**config.mk**
```make
export PLATFORM = sky130hd
export DESIGN_NAME = arith_unit_flat
export DESIGN_NICKNAME = d
export VERILOG_FILES = /design/src/rtl/arith_pkg.sv /design/src/rtl/arith_if.sv /design/src/rtl/arith_adder.sv /design/src/rtl/arith_unit.sv /design/src/flat_wrapper.sv
export SDC_FILE = /design/constraint.sdc
export NUM_CORES = 1
export LEC_CHECK = 0
export ABC_CLOCK_PERIOD_IN_PS = 5100
export CORE_AREA = 8 8 134 136
export DETAILED_ROUTE_END_ITERATION = 10
export DIE_AREA = 0 0 142 144
export PLACE_DENSITY_LB_ADDON = 0.3
export SLEW_MARGIN = 10
export SYNTH_ARGS = -nofsm -noshare
export SYNTH_HDL_FRONTEND = slang
export SYNTH_SLANG_ARGS = --single-unit
export TNS_END_PERCENT = 1
```
**constraint.sdc**
```tcl
create_clock -name clk -period 5.1 [get_ports clk]
set_clock_uncertainty 0.05 [all_clocks]
set_input_delay 1.02 -clock clk [delete_from_list [all_inputs] [get_ports clk]]
set_output_delay 1.02 -clock clk [all_outputs]
set_load 0.005 [all_outputs]
```
**src/rtl/arith_pkg.sv**
```systemverilog
// Shared constants and select encodings for the arithmetic magnitude datapath.
// Machine numbering: bit 1 is the MSB, bit WORD_W the LSB, and bit 0 is the
// guard bit that sits above B's MSB.
package arith_pkg;

    localparam int WORD_W    = 30;
    localparam int MSB_IDX   = 1;
    localparam int LSB_IDX   = 30;
    localparam int GUARD_IDX = 0;

    // Machine bit number -> vector index. Vectors are [WORD_W-1:0] for A/C and
    // [WORD_W:0] for B, so the guard bit (machine bit 0) lands on index WORD_W.
    function automatic int vec_pos(input int word_w, input int machine_idx);
        return word_w - machine_idx;
    endfunction

    // Next-value source for A, in descending priority.
    typedef enum logic [1:0] {
        A_HOLD,
        A_CLEAR,
        A_MOVE_C,
        A_NOT
    } a_sel_e;

    // Next-value source for B, in descending priority.
    typedef enum logic [2:0] {
        B_HOLD,
        B_CLEAR,
        B_MOVE_C,
        B_SUM,
        B_NOT,
        B_SHL,
        B_SHR
    } b_sel_e;

    // Next-value source for C, in descending priority.
    typedef enum logic [3:0] {
        C_HOLD,
        C_CLEAR,
        C_MOVE_B,
        C_AND,
        C_MEM,
        C_ARR,
        C_SHL,
        C_SHR,
        C_SET30
    } c_sel_e;

endpackage

```
**src/rtl/arith_if.sv**
```systemverilog
// Command/flag bus between the program sequencer (master) and the magnitude
// datapath (slave).
interface arith_if #(
    parameter int WORD_W = arith_pkg::WORD_W
);

    // Single-cycle command pulses from the sequencer
    logic              do_clear_a;
    logic              do_clear_b;
    logic              do_clear_c;
    logic              do_not_a;
    logic              do_not_b;
    logic              do_sum;
    logic              do_and;
    logic              do_set_c_30;
    logic              do_left_shift_b;
    logic              do_left_shift_c;
    logic              do_left_shift_c29;
    logic              do_right_shift_bc;
    logic              do_move_c_to_a;
    logic              do_move_c_to_b;
    logic              do_move_b_to_c;
    logic              do_mem_to_c;
    logic              do_arr_c;

    // Data entering the datapath
    logic [WORD_W-1:0] mem_rdata;
    logic [WORD_W-1:0] pnl_c_data;
    logic              shift_in_io;

    // Level flags and data leaving the datapath
    logic              carry_out;
    logic              reg_c1;
    logic              reg_c30;
    logic              reg_b0;
    logic [WORD_W-1:0] mem_wdata;
    logic [WORD_W-1:0] reg_c_to_pnl;
    logic              serial_out_io;

    modport master (
        output do_clear_a, do_clear_b, do_clear_c, do_not_a, do_not_b,
               do_sum, do_and, do_set_c_30, do_left_shift_b, do_left_shift_c,
               do_left_shift_c29, do_right_shift_bc, do_move_c_to_a,
               do_move_c_to_b, do_move_b_to_c, do_mem_to_c, do_arr_c,
               mem_rdata, pnl_c_data, shift_in_io,
        input  carry_out, reg_c1, reg_c30, reg_b0, mem_wdata, reg_c_to_pnl,
               serial_out_io
    );

    modport slave (
        input  do_clear_a, do_clear_b, do_clear_c, do_not_a, do_not_b,
               do_sum, do_and, do_set_c_30, do_left_shift_b, do_left_shift_c,
               do_left_shift_c29, do_right_shift_bc, do_move_c_to_a,
               do_move_c_to_b, do_move_b_to_c, do_mem_to_c, do_arr_c,
               mem_rdata, pnl_c_data, shift_in_io,
        output carry_out, reg_c1, reg_c30, reg_b0, mem_wdata, reg_c_to_pnl,
               serial_out_io
    );

endinterface

```
**src/rtl/arith_adder.sv**
```systemverilog
// Combinational one's-complement adder with end-around carry.
// The end carry is reported before being folded back in, because the
// sequencer branches on it in the same cycle it decides to add.
module arith_adder #(
    parameter int WORD_W = arith_pkg::WORD_W
) (
    input  logic [WORD_W-1:0] a,
    input  logic [WORD_W-1:0] b,
    output logic [WORD_W-1:0] sum,
    output logic              carry
);

    logic [WORD_W:0] w_raw;

    assign w_raw = {1'b0, a} + {1'b0, b};
    assign carry = w_raw[WORD_W];
    // End-around carry; the wrap past 2^WORD_W is intentionally discarded.
    assign sum   = w_raw[WORD_W-1:0] + {{(WORD_W-1){1'b0}}, carry};

endmodule

```
**src/rtl/arith_unit.sv**
```systemverilog
// Magnitude datapath: registers A, C and guarded B, the one's-complement
// adder and the shift network. Executes the sequencer's single-cycle pulses
// and exposes the level flags it branches on. Sign bits live in the sequencer.
module arith_unit #(
    parameter int WORD_W = arith_pkg::WORD_W
) (
    input  logic    clk,
    input  logic    reset,
    arith_if.slave  bus
);

    import arith_pkg::*;

    // Vector positions of the architecturally named bits.
    localparam int C1_POS  = vec_pos(WORD_W, MSB_IDX);
    localparam int C29_POS = vec_pos(WORD_W, WORD_W - 1);
    localparam int C30_POS = vec_pos(WORD_W, WORD_W);
    localparam int B0_POS  = vec_pos(WORD_W, GUARD_IDX);

    // A and C are WORD_W bits; B carries the guard bit b0 at index WORD_W.
    logic [WORD_W-1:0] r_a;
    logic [WORD_W:0]   r_b;
    logic [WORD_W-1:0] r_c;

    logic [WORD_W-1:0] w_b_mag;
    logic [WORD_W-1:0] w_sum;
    logic              w_carry;
    logic              w_c1;

    a_sel_e            w_a_sel;
    b_sel_e            w_b_sel;
    c_sel_e            w_c_sel;

    logic [WORD_W-1:0] w_a_next;
    logic [WORD_W:0]   w_b_next;
    logic [WORD_W-1:0] w_c_next;

    assign w_b_mag = r_b[WORD_W-1:0];
    assign w_c1    = r_c[C1_POS];

    arith_adder #(
        .WORD_W (WORD_W)
    ) u_adder (
        .a     (r_a),
        .b     (w_b_mag),
        .sum   (w_sum),
        .carry (w_carry)
    );

    // Priority-encode the pulses into one source per register.
    always_comb begin
        // NOTE: every always_comb output gets a default first so no path can infer a latch.
        w_a_sel = A_HOLD;
        w_b_sel = B_HOLD;
        w_c_sel = C_HOLD;

        if (bus.do_clear_a)          w_a_sel = A_CLEAR;
        else if (bus.do_move_c_to_a) w_a_sel = A_MOVE_C;
        else if (bus.do_not_a)       w_a_sel = A_NOT;

        if (bus.do_clear_b)             w_b_sel = B_CLEAR;
        else if (bus.do_move_c_to_b)    w_b_sel = B_MOVE_C;
        else if (bus.do_sum)            w_b_sel = B_SUM;
        else if (bus.do_not_b)          w_b_sel = B_NOT;
        else if (bus.do_left_shift_b)   w_b_sel = B_SHL;
        else if (bus.do_right_shift_bc) w_b_sel = B_SHR;

        if (bus.do_clear_c)             w_c_sel = C_CLEAR;
        else if (bus.do_move_b_to_c)    w_c_sel = C_MOVE_B;
        else if (bus.do_and)            w_c_sel = C_AND;
        else if (bus.do_mem_to_c)       w_c_sel = C_MEM;
        else if (bus.do_arr_c)          w_c_sel = C_ARR;
        else if (bus.do_left_shift_c)   w_c_sel = C_SHL;
        else if (bus.do_right_shift_bc) w_c_sel = C_SHR;
        else if (bus.do_set_c_30)       w_c_sel = C_SET30;
    end

    // Next value of A.
    always_comb begin
        w_a_next = r_a;
        case (w_a_sel)
            A_CLEAR:  w_a_next = '0;
            A_MOVE_C: w_a_next = r_c;
            A_NOT:    w_a_next = ~r_a;
            default:  w_a_next = r_a;
        endcase
    end

    // Next value of B including the guard bit.
    always_comb begin
        w_b_next = r_b;
        case (w_b_sel)
            B_CLEAR:  w_b_next = '0;
            B_MOVE_C: w_b_next = {1'b0, r_c};
            // End carry toggles the guard bit, tracking overflow of the sum.
            B_SUM:    w_b_next = {r_b[B0_POS] ^ w_carry, w_sum};
            // Only the magnitude is complemented; b0 is left as is.
            B_NOT:    w_b_next = {r_b[B0_POS], ~w_b_mag};
            // Whole 31-bit B moves toward b0; c1 enters at b30.
            B_SHL:    w_b_next = {r_b[WORD_W-1:0], w_c1};
            // b30 leaves into c1 (handled on the C side); b0 refills with 0.
            B_SHR:    w_b_next = {1'b0, r_b[WORD_W:1]};
            default:  w_b_next = r_b;
        endcase
    end

    // Next value of C.
    always_comb begin
        w_c_next = r_c;
        case (w_c_sel)
            C_CLEAR:  w_c_next = '0;
            C_MOVE_B: w_c_next = w_b_mag;
            C_AND:    w_c_next = r_a & w_b_mag;
            C_MEM:    w_c_next = bus.mem_rdata;
            C_ARR:    w_c_next = bus.pnl_c_data;
            C_SHL: begin
                w_c_next = {r_c[WORD_W-2:0], bus.shift_in_io};
                // Digit boundary for 4-bit I/O transfers.
                if (bus.do_left_shift_c29) w_c_next[C29_POS] = 1'b0;
                // Division: the quotient bit rides in with the shift.
                if (bus.do_set_c_30)       w_c_next[C30_POS] = 1'b1;
            end
            C_SHR:    w_c_next = {r_b[0], r_c[WORD_W-1:1]};
            C_SET30: begin
                w_c_next          = r_c;
                w_c_next[C30_POS] = 1'b1;
            end
            default:  w_c_next = r_c;
        endcase
    end

    // Register update; reset overrides every pulse in the same cycle.
    always_ff @(posedge clk) begin
        // NOTE: state registers use non-blocking assignments so all moves read pre-edge values (B<->C swaps work).
        if (reset) begin
            // NOTE: there is no RAM here; every register is explicitly reset.
            r_a <= '0;
            r_b <= '0;
            r_c <= '0;
        end else begin
            r_a <= w_a_next;
            r_b <= w_b_next;
            r_c <= w_c_next;
        end
    end

    assign bus.carry_out     = w_carry;
    assign bus.reg_c1        = w_c1;
    assign bus.reg_c30       = r_c[C30_POS];
    assign bus.reg_b0        = r_b[B0_POS];
    assign bus.mem_wdata     = r_c;
    assign bus.reg_c_to_pnl  = r_c;
    assign bus.serial_out_io = w_c1;

endmodule
```
**src/flat_wrapper.sv**
```systemverilog
// flat-port wrapper written by rule: the top's interface ports become plain ports
module arith_unit_flat import arith_pkg::*;
#(
    parameter int WORD_W = arith_pkg::WORD_W
)
  (clk, reset, bus_do_clear_a, bus_do_clear_b, bus_do_clear_c, bus_do_not_a, bus_do_not_b, bus_do_sum, bus_do_and, bus_do_set_c_30, bus_do_left_shift_b, bus_do_left_shift_c, bus_do_left_shift_c29, bus_do_right_shift_bc, bus_do_move_c_to_a, bus_do_move_c_to_b, bus_do_move_b_to_c, bus_do_mem_to_c, bus_do_arr_c, bus_mem_rdata, bus_pnl_c_data, bus_shift_in_io, bus_carry_out, bus_reg_c1, bus_reg_c30, bus_reg_b0, bus_mem_wdata, bus_reg_c_to_pnl, bus_serial_out_io);
  arith_if #(.WORD_W(WORD_W)) bus_i ();
  input  logic clk;
  input  logic reset;
  input wire logic [$bits(bus_i.do_clear_a)-1:0] bus_do_clear_a;
  input wire logic [$bits(bus_i.do_clear_b)-1:0] bus_do_clear_b;
  input wire logic [$bits(bus_i.do_clear_c)-1:0] bus_do_clear_c;
  input wire logic [$bits(bus_i.do_not_a)-1:0] bus_do_not_a;
  input wire logic [$bits(bus_i.do_not_b)-1:0] bus_do_not_b;
  input wire logic [$bits(bus_i.do_sum)-1:0] bus_do_sum;
  input wire logic [$bits(bus_i.do_and)-1:0] bus_do_and;
  input wire logic [$bits(bus_i.do_set_c_30)-1:0] bus_do_set_c_30;
  input wire logic [$bits(bus_i.do_left_shift_b)-1:0] bus_do_left_shift_b;
  input wire logic [$bits(bus_i.do_left_shift_c)-1:0] bus_do_left_shift_c;
  input wire logic [$bits(bus_i.do_left_shift_c29)-1:0] bus_do_left_shift_c29;
  input wire logic [$bits(bus_i.do_right_shift_bc)-1:0] bus_do_right_shift_bc;
  input wire logic [$bits(bus_i.do_move_c_to_a)-1:0] bus_do_move_c_to_a;
  input wire logic [$bits(bus_i.do_move_c_to_b)-1:0] bus_do_move_c_to_b;
  input wire logic [$bits(bus_i.do_move_b_to_c)-1:0] bus_do_move_b_to_c;
  input wire logic [$bits(bus_i.do_mem_to_c)-1:0] bus_do_mem_to_c;
  input wire logic [$bits(bus_i.do_arr_c)-1:0] bus_do_arr_c;
  input wire logic [$bits(bus_i.mem_rdata)-1:0] bus_mem_rdata;
  input wire logic [$bits(bus_i.pnl_c_data)-1:0] bus_pnl_c_data;
  input wire logic [$bits(bus_i.shift_in_io)-1:0] bus_shift_in_io;
  output wire logic [$bits(bus_i.carry_out)-1:0] bus_carry_out;
  output wire logic [$bits(bus_i.reg_c1)-1:0] bus_reg_c1;
  output wire logic [$bits(bus_i.reg_c30)-1:0] bus_reg_c30;
  output wire logic [$bits(bus_i.reg_b0)-1:0] bus_reg_b0;
  output wire logic [$bits(bus_i.mem_wdata)-1:0] bus_mem_wdata;
  output wire logic [$bits(bus_i.reg_c_to_pnl)-1:0] bus_reg_c_to_pnl;
  output wire logic [$bits(bus_i.serial_out_io)-1:0] bus_serial_out_io;
  assign bus_i.do_clear_a = bus_do_clear_a;
  assign bus_i.do_clear_b = bus_do_clear_b;
  assign bus_i.do_clear_c = bus_do_clear_c;
  assign bus_i.do_not_a = bus_do_not_a;
  assign bus_i.do_not_b = bus_do_not_b;
  assign bus_i.do_sum = bus_do_sum;
  assign bus_i.do_and = bus_do_and;
  assign bus_i.do_set_c_30 = bus_do_set_c_30;
  assign bus_i.do_left_shift_b = bus_do_left_shift_b;
  assign bus_i.do_left_shift_c = bus_do_left_shift_c;
  assign bus_i.do_left_shift_c29 = bus_do_left_shift_c29;
  assign bus_i.do_right_shift_bc = bus_do_right_shift_bc;
  assign bus_i.do_move_c_to_a = bus_do_move_c_to_a;
  assign bus_i.do_move_c_to_b = bus_do_move_c_to_b;
  assign bus_i.do_move_b_to_c = bus_do_move_b_to_c;
  assign bus_i.do_mem_to_c = bus_do_mem_to_c;
  assign bus_i.do_arr_c = bus_do_arr_c;
  assign bus_i.mem_rdata = bus_mem_rdata;
  assign bus_i.pnl_c_data = bus_pnl_c_data;
  assign bus_i.shift_in_io = bus_shift_in_io;
  assign bus_carry_out = bus_i.carry_out;
  assign bus_reg_c1 = bus_i.reg_c1;
  assign bus_reg_c30 = bus_i.reg_c30;
  assign bus_reg_b0 = bus_i.reg_b0;
  assign bus_mem_wdata = bus_i.mem_wdata;
  assign bus_reg_c_to_pnl = bus_i.reg_c_to_pnl;
  assign bus_serial_out_io = bus_i.serial_out_io;
  arith_unit #(.WORD_W(WORD_W)) u_core (.clk(clk), .reset(reset), .bus(bus_i));
endmodule
```
==> results of run 1 <==
==> repair_timing <==
action / 4_1_cts / 5_1_grt
hold buffers: 0 / 0
hold endpoints to repair: 0 / 0
gates resized for setup: 0 / 3
endpoints found under the setup margin: 0 / 2
==> metrics by stage <==
step	hold WS, ns	instances	instance area [sq um]
5_1_grt	0.549	1322	9430
6_report	0.510	1322	9430
4_1_cts	0.516	1322	9420
3_5_place_dp	0.507	1306	9100
2_1_floorplan	0.470	1033	7770
3_3_place_gp	0.508	1306	9100
==> sequential cells by signal, summed over array words and instances (netlist names) <==
| register | flops |
|---|---|
| u_core.r_b | 31 |
| u_core.bus.mem_wdata | 30 |
| u_core.r_a | 30 |
==> power breakdown <==
part           switching, uW  internal, uW  total (uW)
Sequential              28.0           730         758
Combinational            167           155         322
Clock                    297           444         740
Total                    491          1330        1820
==> synth_stat cells, types with 6 or more instances <==
library cell | instances | area [sq um]
a222oi_1 | 38 | 380
a21oi_1 | 65 | 325
o21ai_0 | 29 | 145
and3_1 | 7 | 43.8
ha_1 | 32 | 400
nor3b_1 | 6 | 45.0
a221oi_1 | 49 | 429
buf_4 | 33 | 248
o21bai_1 | 8 | 60.1
and2_1 | 6 | 37.5
a31oi_1 | 25 | 156
clkbuf_1 | 62 | 233
nand3_1 | 45 | 225
buf_2 | 6 | 30.0
a211oi_1 | 6 | 45.0
buf_1 | 7 | 26.3
dfxtp_1 | 91 | 1820
nor2_1 | 140 | 526
xnor2_1 | 51 | 447
nor2b_1 | 11 | 68.8
inv_1 | 13 | 48.8
nor3_1 | 20 | 100
a22oi_1 | 20 | 150
nand4_1 | 10 | 62.6
or4_1 | 7 | 52.6
a21o_1 | 11 | 82.6
or3_1 | 9 | 56.3
nand2_1 | 104 | 390
xor2_1 | 17 | 149
o211ai_1 | 6 | 45.0
==> final cells by class <==
cell class,instances,share of cell area
multi-input cells,820,0.573
clock inverters,4,0.00782
inverters,13,0.00517
clock buffers,12,0.0261
repair buffers,162,0.166
well taps,220,0.0292
flip-flops and latches,91,0.193
==> path summary, 6_finish.rpt <==
check	start	end	slack, ns	depth (start not counted)
worst max-delay path	u_core.r_b[16]	u_core.r_b[29]	0.40	16
worst min-delay path	u_core.r_b[30]	u_core.r_b[30]	0.51	2
worst max register to register	u_core.r_b[16]	u_core.r_b[29]	0.40	16
worst min register to register	u_core.r_b[30]	u_core.r_b[30]	0.51	2
==> logic make-up (layout without fill, tap and decap cells) <==
| logic type | after synthesis | after routing | share of synthesized area |
|---|---|---|---|
| AND/OR/NAND/NOR | 392 | 392 | 0.235 |
| AO/OA/AOI/OAI | 324 | 324 | 0.319 |
| buffers and inverters | 122 | 191 | 0.0768 |
| flip-flops | 91 | 91 | 0.235 |
| XOR/XNOR | 68 | 68 | 0.0767 |
| adder cells (fa/ha/maj) | 33 | 33 | 0.0541 |
| multiplexers | 3 | 3 | 0.00387 |
==> worst max-delay path, delay by kind of cell (launching register included) <==
family                     cells  cell delay [ns]
adders and majority gates      2             0.71
AOI/OAI and AO/OA              7             1.61
and+or+nand+nor                7             1.89
DFF                            1             0.36
==> per-layer routing <==
metal	vias to the layer above	GRT usage	share of wire
met3	28	0.0416	0.083
li1	4003	-	-
met4	0	0.0859	0.014
met1	3982	0.340	0.45
met2	382	0.412	0.46
met5	-	0	0
==> reports/metrics.yaml, run 1 <==
syn_to_final_growth_pct: 21.5
rows: 47
p_total_uw: 1820
die_x_um: 142
grt.total_usage: 0.256
synth_edf_count: 0
setup_ws_ns: 0.396
die_area_sq_um: 20400
peakVddDrop_mv: 0.157
syn_area_per_cell_sq_um: 7.52
crit_required_ns: 5.32
max_slew_margin: 0.228
routed_via_density: 6.35
synth_nets: 1146
grt_first_pass_wirelength_mm: 42.7
crit_slowest_cell: "or4b_1"
antenna_cells: 0
clock.fmax_ghz: 0.213
slew_violations: 0
mostFrequentLayoutCells: "clkdlybuf4s50_1 (141), nor2_1 (137), nand2_1 (104), dfxtp_1 (91), a21oi_1 (65)"
finalSetupViolCount: 0
cts_made_buffers: 9
worst-endpoint-arrival_ns: 4.93
start_util: 0.484
synthArstFlopShare: 0
cts_setup_buffers: 0
critical_path_class: "reg -> reg"
cp_cell_sequence: "ha_1, a21oi_2, a2111oi_1, nor3_1, o32ai_1, nor2_1, a21oi_1, a21oi_1, o21bai_1, ha_1, and3_1, and2_1, nand4_1, or4b_1, or4_1, o221ai_1"
syn-cell-area_sq_um: 7770
layout_commonest_cell: "clkdlybuf4s50_1"
clock-sinks: 91
cts_buffer_depth: 2
grt_max_degree: 61
die_height_um: 144
num_io_pins: 145
yosysSeqAreaShare: 0.235
wire_per_inst_um: 20.0
ys_ff_latch: 91
multi_input_area_sq_um: 5410
setup_tns_ns: 0
rsz0062_at_grt: "no"
worstSetupEndpointType: "register"
vias: 8395
place_ws_ns: 0.400
clk_latency_ns: 0.36
routed_wl_mm: 26.5
synth_cell_types: 81
hpwl_mm: 18.4
start_kind: "register"
power_density_nw_per_um2: 193
p_leak_uw: 0.00344
antenna_left: 0
max-cap-violations: 0
grt_antenna_before_repair: 0
synthFlopType: "dfxtp_1"
tightest_slew_ns: 1.16
seq_area_sq_um: 1820
yosysWarnings: 0
outcome: "finished clean"
firstDrtPassIters: 6
cpPeakStageDelay_ns: 0.58
syn_inst: 1033
cp_max_fo: 8
clockRootBuffer: "clkbuf_16"
cts_tree: "built"
globalplace.congestion: 0.901
fillCellCount: 1516
timing.final.hold_violations: 0
io_buffers: 144
grt_pass1_vias: 7970
path_clk_slew_ns: 0.06
final_util: 0.588
htree_levels: 3
core_sq_um: 16100
hold_path_class: "reg -> reg"
drtIter0Drc: 1045
drive_gt1_frac: 0.0626
drc: 0
nets: 1210
grt_overflow: 0
period_share: 0.922
finalCriticalPeriod_ns: 4.70
(Power assumes the default switching activity.)
==> run 2: changes to the inputs <==
--- a/config.mk
+++ b/config.mk
@@ -5,7 +5,7 @@
 export SDC_FILE = /design/constraint.sdc
 export NUM_CORES = 1
 export LEC_CHECK = 0
-export ABC_CLOCK_PERIOD_IN_PS = 5100
+export ABC_CLOCK_PERIOD_IN_PS = 5850
 export CORE_AREA = 8 8 134 136
 export DETAILED_ROUTE_END_ITERATION = 10
 export DIE_AREA = 0 0 142 144
==> constraint.sdc (replaced) <==
create_clock -name clk -period 5.85 [get_ports clk]
set_clock_uncertainty 0.05 [all_clocks]
set_input_delay 1.17 -clock clk [delete_from_list [all_inputs] [get_ports clk]]
set_output_delay 1.17 -clock clk [all_outputs]
set_load 0.005 [all_outputs]
==> run 2 against run 1 <==
Net effect: first-iteration DRC count shrank 2.5%; sequential share of layout area rose by 0.12 points; hold slack improved by 0.015 ns; sequential cell count stayed put; core utilization decreased by 0.36 points; clock-buffer cell count unchanged; critical path depth is 6 lower; design area decreased by 0.61%.
==> reports/metrics.yaml, run 2 (synthesis gave the netlist of run 1 again) <==
grt_pass1_vias: 7973  # +0.038%
worstSetupEndpointType: "output pin"
max-cap-violations: 0  # unchanged
peakVddDrop_mv: 0.123  # -22%
num_io_pins: 145  # unchanged
vias: 8425  # +0.36%
p_sw_uw: 426  # -13%
antenna_cells: 0  # unchanged
clockRootBuffer: "clkbuf_16"
cts_setup_buffers: 0  # unchanged
p_seq_frac: 0.426  # +0.009
cts_hold_buf: 0  # unchanged
dpl-instance-area_sq_um: 9070  # -0.36%
mostFrequentLayoutCells: "clkdlybuf4s50_1 (141), nor2_1 (137), nand2_1 (104), dfxtp_1 (91), a21oi_1 (65)"
slew_violations: 0  # unchanged
hold_path_class: "reg -> reg"
grt_overflow: 0  # unchanged
design_area_sq_um: 9380  # -0.61%
wire_per_inst_um: 20.1  # +0.55%
clock-sinks: 91  # unchanged
clock.fmax_ghz: 0.211
post-place-cells: 1301  # -0.38%
max_slew_margin: 0.208  # -0.0196
firstDrtPassIters: 7  # +1
power_frac_comb: 0.182  # +0.005
cts_made_buffers: 9  # unchanged
fillCellCount: 1498  # -1.2%
hpwl_mm: 18.4  # -0.25%
p_leak_uw: 0.00340  # -1.1%
die_x_um: 142  # unchanged
clk_latency_ns: 0.35  # about the same
finalSetupViolCount: 0  # unchanged
period_share: 0.810
power_density_nw_per_um2: 166  # -14%
outcome: "finished clean"
multi_input_area_sq_um: 5400  # about the same
htree_levels: 3  # unchanged
cts_resized: 0  # unchanged
seq_area_sq_um: 1820  # unchanged
worst-endpoint-arrival_ns: 3.52  # -1.41 ns
finalCriticalPeriod_ns: 4.74
antenna_left: 0  # unchanged
intPower_uw: 1130  # -15%
routed_via_density: 6.40  # +0.74%
io_buffers: 144  # unchanged
setup_tns_ns: 0  # unchanged
timing.final.hold_violations: 0  # unchanged
final_util: 0.584  # -0.00359
start_util: 0.484  # unchanged
syn_to_final_growth_pct: 20.7
layout_commonest_cell: "clkdlybuf4s50_1"
layout.cells.non_filler: 1317  # -0.38%
grt_max_degree: 61  # unchanged
rsz0062_at_grt: "no"
start_kind: "register"
tightest_slew_ns: 1.16  # +0.000687 ns
path_clk_slew_ns: 0.07  # about the same
cts_buffer_depth: 2  # unchanged
rows: 47  # unchanged
cp_max_fo: 8  # unchanged
drtIter0Drc: 1019  # -2.5%
cts_tree: "built"
grt.total_usage: 0.255  # -0.000811
drive_gt1_frac: 0.0583  # -0.00427
die_height_um: 144  # unchanged
p_clk_frac: 0.392  # -0.015
drc: 0  # unchanged
grt_first_pass_wirelength_mm: 42.7  # about the same
regMostFlops: "u_core.r_b"
crit_required_ns: 4.63  # -0.69 ns
nets: 1205  # -0.41%
die_area_sq_um: 20400  # unchanged
core_sq_um: 16100  # unchanged
largest_register_ffs: 31  # unchanged
critical_path_class: "reg -> out"
p_sw_frac: 0.275  # +0.00477
grt_antenna_before_repair: 0  # unchanged
globalplace.congestion: 0.906  # +0.64%
routed_wl_mm: 26.5  # +0.17%
run 2: cell type report:
class | count | share of cell area
repair buffers | 157 | 0.163
flip-flops and latches | 91 | 0.194
clock buffers | 12 | 0.0274
multi-input cells | 820 | 0.576
inverters | 13 | 0.00520
clock inverters | 4 | 0.00520
well taps | 220 | 0.0294
run 2: worst max-delay path: stages (launching register included):
cell	delay (ns)
dfxtp_1	0.36
ha_1	0.47
a21oi_2	0.16
a2111oi_0	0.47
nor3_1	0.16
o32ai_1	0.19
nor2_1	0.11
a21oi_1	0.22
a21oi_1	0.10
o21bai_1	0.28
clkdlybuf4s50_1	0.65
run 2: path summary, 6_finish.rpt:
kind	cells after the start	slack, ns	end	start
setup / recovery	10	1.11	bus_carry_out	u_core.r_b[16]
hold / removal	2	0.52	u_core.r_b[30]	u_core.r_b[30]
setup reg to reg	17	1.13	u_core.r_b[28]	u_core.r_b[16]
hold reg to reg	2	0.52	u_core.r_b[30]	u_core.r_b[30]
run 2: routing by layer:
layer / global-route usage / vias up / routed length, um
met5: 0 / - / 0
met4: 0.0854 / 0 / 331
met3: 0.0366 / 21 / 2280
met2: 0.416 / 402 / 12200
met1: 0.337 / 3993 / 11700
li1: - / 4009 / -
run 2: power by group through the flow:
stage	sequential, uW	combinational, uW	clock [uW]
after CTS	660	279	620
final	661	282	609
after detailed placement	674	277	0
after floorplan	668	168	0
after global routing	664	306	638
after global placement	674	278	0
run 2: metrics by stage:
stage / hold WS, ns / power, uW / worst slack [ns]
2_1_floorplan: 0.470 / 836 / 1.51
3_3_place_gp: 0.506 / 951 / 1.36
3_5_place_dp: 0.506 / 951 / 1.20
4_1_cts: 0.518 / 1560 / 1.14
5_1_grt: 0.541 / 1610 / 0.686
6_report: 0.525 / 1550 / 1.11
